`src/rtl/spmem_cam_pkg.sv`:
```
// Shared defaults and entry layout for the
// fully-associative sparse memory.
package spmem_cam_pkg;

   localparam int SPMEM_ADDR_W = 32;
   localparam int SPMEM_DATA_W = 32;
   localparam int SPMEM_DEPTH  = 16;

   typedef struct packed {
      logic                    valid;
      logic [SPMEM_ADDR_W-1:0] tag;
      logic [SPMEM_DATA_W-1:0] data;
   } spmem_entry_t;

endpackage

```
`src/rtl/spmem_cam_alloc.sv`:
```
// Lowest-index free entry picker: one-hot grant
// plus a flag telling whether any entry is free.
module spmem_cam_alloc
   import spmem_cam_pkg::*;
#(
   parameter int DEPTH = SPMEM_DEPTH
) (
   input  logic [DEPTH-1:0] valid_i,
   output logic [DEPTH-1:0] grant_o,
   output logic             any_free_o
);

   logic found;

   always_comb begin
      grant_o = '0;
      found   = 1'b0;
      for (int i = 0; i < DEPTH; i++) begin
         if (!valid_i[i] && !found) begin
            grant_o[i] = 1'b1;
            found      = 1'b1;
         end
      end
   end

   assign any_free_o = found;

endmodule

```
`src/rtl/spmem_cam.sv`:
```
// Fully-associative sparse memory with byte strobes,
// free, clear, occupancy and overflow reporting.
module spmem_cam
   import spmem_cam_pkg::*;
#(
   parameter int                ADDR_W       = SPMEM_ADDR_W,
   parameter int                DATA_W       = SPMEM_DATA_W,
   parameter int                DEPTH        = SPMEM_DEPTH,
   parameter logic [DATA_W-1:0] DEFAULT_DATA = '0
) (
   input  logic                       clk_i,
   input  logic                       rst_i,
   input  logic                       cs_ni,
   input  logic                       we_i,
   input  logic                       re_i,
   input  logic                       free_i,
   input  logic                       clear_i,
   input  logic [ADDR_W-1:0]          write_address_i,
   input  logic [DATA_W-1:0]          write_data_i,
   input  logic [DATA_W/8-1:0]        write_strb_i,
   input  logic [ADDR_W-1:0]          read_address_i,
   output logic [DATA_W-1:0]          read_data_o,
   output logic                       read_valid_o,
   output logic                       read_hit_o,
   output logic                       write_drop_o,
   output logic                       full_o,
   output logic [$clog2(DEPTH+1)-1:0] count_o
);

   localparam int STRB_W = DATA_W / 8;
   localparam int CNT_W  = $clog2(DEPTH + 1);
   localparam int IDX_W  = $clog2(DEPTH);

   logic [DEPTH-1:0]  valid_q;
   logic [ADDR_W-1:0] tag_q  [DEPTH];
   logic [DATA_W-1:0] data_q [DEPTH];

   logic [DEPTH-1:0] whit_vec;
   logic [DEPTH-1:0] rhit_vec;
   logic [DEPTH-1:0] grant;
   logic             any_free;
   logic             w_hit;
   logic             r_hit;
   logic [IDX_W-1:0] ridx;

   logic do_read;
   logic do_clear;
   logic do_write;
   logic do_alloc;
   logic do_drop;
   logic do_free;

   logic [CNT_W-1:0]  count_q;
   logic [CNT_W-1:0]  count_d;
   logic              full_q;
   logic              drop_q;
   logic              s1_valid;
   logic              s1_hit;
   logic [DATA_W-1:0] s1_data;
   logic              rd_valid_q;
   logic              rd_hit_q;
   logic [DATA_W-1:0] rd_data_q;

   function automatic logic [DATA_W-1:0] merge(
      input logic [DATA_W-1:0] base,
      input logic [DATA_W-1:0] wdata,
      input logic [STRB_W-1:0] strb
   );
      logic [DATA_W-1:0] res;
      res = base;
      for (int b = 0; b < STRB_W; b++) begin
         if (strb[b]) res[b*8 +: 8] = wdata[b*8 +: 8];
      end
      return res;
   endfunction

   // Tags are unique among valid entries, so both vectors are one-hot or zero
   always_comb begin
      whit_vec = '0;
      rhit_vec = '0;
      for (int i = 0; i < DEPTH; i++) begin
         whit_vec[i] = valid_q[i] && (tag_q[i] == write_address_i);
         rhit_vec[i] = valid_q[i] && (tag_q[i] == read_address_i);
      end
   end

   always_comb begin
      ridx = '0;
      for (int i = 0; i < DEPTH; i++) begin
         if (rhit_vec[i]) ridx = IDX_W'(i);
      end
   end

   assign w_hit = |whit_vec;
   assign r_hit = |rhit_vec;

   spmem_cam_alloc #(
      .DEPTH (DEPTH)
   ) u_alloc (
      .valid_i    (valid_q),
      .grant_o    (grant),
      .any_free_o (any_free)
   );

   assign do_read  = !cs_ni && re_i;
   assign do_clear = !cs_ni && clear_i;
   assign do_write = !cs_ni && we_i && !clear_i;
   assign do_alloc = do_write && !w_hit && any_free;
   assign do_drop  = do_write && !w_hit && !any_free;
   assign do_free  = !cs_ni && free_i && !we_i
                     && !clear_i && w_hit;

   always_comb begin
      count_d = count_q;
      if (do_clear)      count_d = '0;
      else if (do_alloc) count_d = count_q + 1'b1;
      else if (do_free)  count_d = count_q - 1'b1;
   end

   always_ff @(posedge clk_i) begin
      if (rst_i) begin
         valid_q    <= '0;
         count_q    <= '0;
         full_q     <= 1'b0;
         drop_q     <= 1'b0;
         s1_valid   <= 1'b0;
         s1_hit     <= 1'b0;
         s1_data    <= '0;
         rd_valid_q <= 1'b0;
         rd_hit_q   <= 1'b0;
         rd_data_q  <= '0;
      end else begin
         count_q  <= count_d;
         full_q   <= (count_d == CNT_W'(DEPTH));
         drop_q   <= do_drop;
         s1_valid <= do_read;
         // Lookup at the request edge gives read-before-write
         if (do_read) begin
            s1_hit  <= r_hit;
            s1_data <= r_hit ? data_q[ridx] : DEFAULT_DATA;
         end
         rd_valid_q <= s1_valid;
         if (s1_valid) begin
            rd_hit_q  <= s1_hit;
            rd_data_q <= s1_data;
         end
         if (do_clear)      valid_q <= '0;
         else if (do_free)  valid_q <= valid_q & ~whit_vec;
         else if (do_alloc) valid_q <= valid_q | grant;
      end
   end

   always_ff @(posedge clk_i) begin
      for (int i = 0; i < DEPTH; i++) begin
         if (!rst_i && do_alloc && grant[i]) begin
            tag_q[i]  <= write_address_i;
            data_q[i] <= merge(DEFAULT_DATA, write_data_i,
                               write_strb_i);
         end else if (!rst_i && do_write && whit_vec[i]) begin
            data_q[i] <= merge(data_q[i], write_data_i,
                               write_strb_i);
         end
      end
   end

   assign read_data_o  = rd_data_q;
   assign read_valid_o = rd_valid_q;
   assign read_hit_o   = rd_hit_q;
   assign write_drop_o = drop_q;
   assign full_o       = full_q;
   assign count_o      = count_q;

endmodule

```
`config.mk`:
```
export PLATFORM = sky130hd
export DESIGN_NAME = spmem_cam
export DESIGN_NICKNAME = d
export VERILOG_FILES = /design/src/rtl/spmem_cam_pkg.sv /design/src/rtl/spmem_cam_alloc.sv /design/src/rtl/spmem_cam.sv
export SDC_FILE = /design/constraint.sdc
export NUM_CORES = 2
export LEC_CHECK = 0
export BUFFER_PORTS_ARGS = -buffer_cell sky130_fd_sc_hd__buf_4
export CORE_ASPECT_RATIO = 1.2
export CORE_UTILIZATION = 45
export DETAILED_ROUTE_END_ITERATION = 8
export GPL_TIMING_DRIVEN = 0
export PLACE_DENSITY_LB_ADDON = 0.25
export SLEW_MARGIN = 25
export SYNTH_ARGS = -nofsm -noshare
export SYNTH_HDL_FRONTEND = slang
export SYNTH_SLANG_ARGS = --single-unit
export TNS_END_PERCENT = 10
```
`constraint.sdc`:
```
create_clock -name clk_i -period 7.4 [get_ports clk_i]
set_clock_uncertainty 0.2 [all_clocks]
set_input_delay 0.37 -clock clk_i [delete_from_list [all_inputs] [get_ports clk_i]]
set_output_delay 0.37 -clock clk_i [all_outputs]
set_load 0.005 [all_outputs]
```
# [After elaboration in Yosys (flattened, before gate mapping)]
# Memory sizes are Yosys's and may differ from the RTL's.
# Index checks and enable logic that the tools add are counted.
[word_totals] ff_bits=91 rom_bits=0 mem_count=2 ram_bits=1024 latchBits=0 out_inout_bits=41
[mem_list] name="data_q" words=16 word_bits=32 read_ports=1 rd_clocked_by_memory_dff=0 wr=16 line="spmem_cam.sv:36" text="logic [DATA_W-1:0] data_q [DEPTH];"
[mem_list] name="tag_q" words=16 word_bits=32 read_ports=16 rd_clocked_by_memory_dff=0 wr=1 line="spmem_cam.sv:35" text="logic [ADDR_W-1:0] tag_q [DEPTH];"
[op_classes] n_addsub=2 div_mod_pow=0 shifts=0 reduce_logical=210 n_lt_le_gt_ge=0 mux=501 n_bitwise=67 n_mul=0 eq_ne=97
[op_table] cell="8-bit two-way mux" n=324
[op_table] cell="32-bit equality test" n=32
[op_table] cell="32-bit two-way mux" n=16
[op_table] cell="32-bit OR reduction" n=15
[op_table] cell="3-bit != test, second input constant" n=64
[op_table] cell="2-bit AND reduction" n=64
[op_table] cell="1-bit two-way mux" n=127
[op_table] cell="4-bit two-way mux" n=29
[op_table] cell="1-bit logical AND" n=92
[op_table] cell="1-bit OR" n=64
[op_table] cell="1-bit logical NOT" n=35
[op_table] cell="16-bit two-way mux" n=2
[op_table] cell="16-bit OR reduction" n=2
[op_table] cell="16-bit bitwise AND" n=1
[op_table] cell="16-bit inverter" n=1
[op_table] cell="16-bit OR" n=1
[op_table] cell="5-bit two-way mux" n=3
[op_table] cell="5-bit by 1-bit adder with 5-bit output, second input constant" n=1
[op_table] cell="5-bit equality test, second input constant" n=1
[op_table] cell="5-bit by 1-bit subtractor with 5-bit output, second input constant" n=1
[op_table] cell="2-bit nonzero test" n=1
[op_table] cell="2-bit OR reduction" n=1

# [Longest topological paths before layout]
[logic_depth] word_depth=66 mapped_depth=15

# [By module]
# From an unflattened synthesis, not the netlist that was laid out.
[unflattened] cells_unflattened=4108 area_unflattened_um2=53573.9
[by_module_without_submodules] module="spmem_cam" seq_area_each_um2=32571.2 instances=1 area_per_inst_um2=53392.5 cells_per_inst=4078
[by_module_without_submodules] module="spmem_cam_alloc" seq_area_each_um2=0.0 instances=1 area_per_inst_um2=181.4 cells_per_inst=30

# [Worst setup path before layout]
# No wires, ideal clock.
[synth_path] path_kind="input to register" start="input port write_address_i[18]" end="memory data_q[4][0] in the netlist's numbering (enable)" path_slack_ps=725 path_stages=13 setup_time_ps=328 n_path_buf=2 arrival_time_ps=6146 cell_sequence="buf_4 buf_4 xnor2_1 nand4_1 nor2_1 nand4_1 nand4_1 nor4_1 nand2_1 nor2_1 nand2_1 nor4b_1 a21o_1"
[synth_rtl] item="start, declared" line="spmem_cam.sv:18" text="input logic [ADDR_W-1:0] write_address_i,"
[synth_rtl] item="end, declared" line="spmem_cam.sv:36"

==> results_dict.tcl <==
set metrics [dict create \
    cts_buffer_depth 3 \
    relSlewSlack 0.207 \
    drc 0 \
    final_common_cell "edfxtp_1" \
    drtIter0Drc 5490 \
    status "finished clean" \
    final_area_mm2 0.0613 \
    power.switching_uw 3390 \
    fin_nets 4399 \
    vias_per_cell 6.33 \
    first_pass_iters 8 \
    syn_nets 4072 \
    grt_pass1_wl_um 288000 \
    fin_ws_ns 0.271 \
    regArea_mm2 0.0326 \
    gr-total-overflow 0 \
    r2r_end "data_q[7][18]" \
    syn2layout_area_growth_pct 14.1 \
    power_frac_seq 0.494 \
    use_met3 0.0804 \
    core-area_mm2 0.118 \
    num-fill-cells 10200 \
    num_vias 37600 \
    finalHoldViolations 0 \
    die-area_mm2 0.121 \
    core.rowCount 138 \
    place_area_mm2 0.0571 \
    hold_end "count_o[4]" \
    tightest_slew_ns 1.19 \
    die_w_um 317 \
    yosys.area.top_type "edfxtp_1" \
    htree_levels 3 \
    rr_startpoint "valid_q[6]" \
    top_usage_layer "met2" \
    grt.total_usage 0.352 \
    swShare 0.243 \
    rsz0062_at_grt "no" \
    slew_viol_final 0 \
    fin_tns_setup_ns 0 \
    final_layout_size_suffix_gt1_frac 0.141 \
    cts_hold_buf 33 \
    max_stage_delay_ns 0.71 \
    setup_viol 0 \
    max_freq_mhz 140 \
    crit_fanout 18 \
    max-vdd-ir-drop_mv 0.194 \
    fp.dieH_um 380 \
    syn-cell-area_mm2 0.0537 \
    ys.flop_type "edfxtp_1" \
    totalWireLength_um 214000 \
    stdcell_count 5933 \
    clk_latency_ns 0.77 \
    power_frac_comb 0.074 \
    cts_resized 0 \
    ctsRootBufferMaster "clkbuf_16" \
    numPortBuffers 115 \
    synth_edf_count 1024 \
    min_path_cells 5 \
    cellLeakagePower_uw 0.0200 \
    cp.arrival_ns 7.30 \
    dpl_worst_slack_ns 0.0879 \
    cts_setup_buffers 0 \
    cp_slowest_cell "nor3_2" \
    avgRoutedWirePerCell_um 36.1 \
    reg2reg_depth 13 \
    ant_nets 0 \
    period_share 0.963 \
    critPathKind "in2reg" \
    crit_chain "dlygate4sd3_1 -> buf_4 -> buf_2 -> buf_6 -> xnor2_1 -> nand4_1 -> nor2_1 -> nand4_1 -> nand4_1 -> nor4_2 -> buf_2 -> nand2_1 -> nor3_4 -> nand2b_1 -> nor3_2 -> buf_6 -> a21o_1" \
    synth_cells 3963 \
    clockPowerShare 0.432 \
    synthDistinctLibCells 73 \
    hpwl_um 143000 \
    cts_tree "yes" \
    finalCriticalPeriod_ns 7.13 \
    p_int_uw 10600 \
    grt_pass1_vias 36300 \
    antenna_found_initial 18 \
    cts_buffers 112 \
    num_io_pins 148 \
    end_kind "flop" \
    layout_common_cells "1024 x edfxtp_1, 706 x xnor2_1, 319 x xor2_1" \
    holdCritPathClass "in2reg" \
    synth.ff_latch_count 1115 \
    multi_input_area_mm2 0.0198 \
    grt_max_degree 33 \
    synth_top_area_frac 0.573 \
    use_met2 0.548 \
    drv_cap 0 \
    worst_hold_startpoint "we_i" \
    syn_area_per_cell_um2 13.5 \
    clkTransAtPathRegs_ns 0.06 \
    async_flop_share 0 \
    routabilityCongestion 1.01 \
    use_met1 0.422 \
    synth_area_leaders "edfxtp_1 57%, xnor2_1 12%, xor2_1 5.2%, mux2i_1 3.6%, dfxtp_1 3.4%" \
    r2r_slack_ns 1.18 \
    required_ns 7.57 \
    path_common_cell "nand4_1" \
    clock-sinks 1115 \
    ys_seq_area_frac 0.607 \
    start_kind "input port" \
    placedCellCount 5683 \
    powerDensity_mw_per_mm2 228 \
    initial_core_util 0.455 \
    yosysWarnings 0 \
]
==> power by group through the flow <==
| stage | Sequential [µW] | Combinational, µW | Clock (µW) |
|---|---|---|---|
| finish | 6880 | 1040 | 6030 |
| detailed placement | 7020 | 974 | 0 |
| global route | 6880 | 1030 | 6240 |
| CTS | 6880 | 991 | 6010 |
| floorplan | 7020 | 480 | 0 |
| global placement | 7020 | 972 | 0 |
==> layout make-up <==
cell class                      instances  area share
Tap cell                             1540      0.0314
Multi-Input combinational cell       2603       0.323
Inverter                               18     0.00110
Clock inverter                         74      0.0141
Timing Repair Buffer                  213      0.0280
Sequential cell                      1115       0.532
Buffer                                227      0.0225
Clock buffer                          137      0.0481
Antenna cell                            6    0.000245
==> metal layers <==
metal / routed length, µm / up-vias
li1: - / 15400
met1: 74300 / 18600
met2: 97400 / 2753
met3: 23500 / 850
met4: 19300 / 8
met5: 39 / -
==> cells in the mapped netlist (all sizes together) (3+ instances only) <==
| library cell | number |
|---|---|
| a221oi | 32 |
| nand2 | 201 |
| and3b | 3 |
| a21o | 60 |
| mux2 | 95 |
| dfxtp | 91 |
| o221ai | 3 |
| nand4b | 11 |
| nor4b | 10 |
| edfxtp | 1024 |
| and2 | 36 |
| nor3 | 42 |
| nor2 | 147 |
| buf | 172 |
| inv | 18 |
| clkbuf | 55 |
| and3 | 8 |
| or4 | 14 |
| o22ai | 32 |
| nand3 | 71 |
| nor3b | 6 |
| and4 | 3 |
| a211o | 31 |
| o221a | 3 |
| a21oi | 52 |
| a211oi | 34 |
| o2bb2ai | 31 |
| xor2 | 319 |
| o21ai | 21 |
| mux2i | 194 |
| nor2b | 9 |
| a2111oi | 4 |
| or2 | 4 |
| nand4 | 221 |
| o2111ai | 3 |
| a31oi | 3 |
| nor4 | 169 |
| nand2b | 4 |
| xnor2 | 706 |
==> flip-flops by register name, indices dropped and copies added, names as in the netlist <==
register,cells
read_hit_o,1
valid_q,16
read_valid_o,1
s1_hit,1
count_o,5
data_q,512
s1_valid,1
read_data_o,32
tag_q,512
s1_data,32
write_drop_o,1
full_o,1
==> stage by stage <==
step                utilization  hold slack, ns  total power [µW]
global route              0.519          0.0827             14200
finish                    0.519          0.0147             13900
global placement          0.478           0.274              7990
floorplan                     -           0.265              7500
CTS                       0.519          0.0110             13900
detailed placement        0.484           0.283              7990
==> critical path: cells and delay by family <==
kind / cells / cell delay (ns)
buffers and inverters: 6 / 2.52
AOI/OAI and AO/OA: 1 / 0.49
and+or+nand+nor: 9 / 3.65
xor gates and xnor gates: 1 / 0.13
==> logic make-up (layout without fill, tap and decap cells) <==
logic type / count (synthesis) / count (layout) / share of synthesized area
other: 0 / 6 / 0
XOR/XNOR: 1025 / 1025 / 0.167
flip-flops: 1115 / 1115 / 0.607
multiplexers: 289 / 289 / 0.0574
AND/OR/NAND/NOR: 964 / 964 / 0.0957
AO/OA/AOI/OAI: 323 / 323 / 0.0456
adder cells (fa/ha/maj): 2 / 2 / 0.000466
buffers and inverters: 245 / 669 / 0.0269
==> worst max path at each step <==
stage                                   start            end  slack, ns  depth (start not counted)
after global placement     write_address_i[1]  data_q[4][17]      -5.41                         14
final                      write_address_i[1]  data_q[7][18]       0.27                         17
after floorplan           write_address_i[18]   data_q[4][0]       0.73                         13
after CTS                  write_address_i[1]  data_q[7][16]       0.32                         17
after global routing       write_address_i[1]  data_q[7][19]       0.37                         17
after detailed placement   write_address_i[1]  data_q[7][17]       0.09                         16
Power figures use the tool's default switching activity.
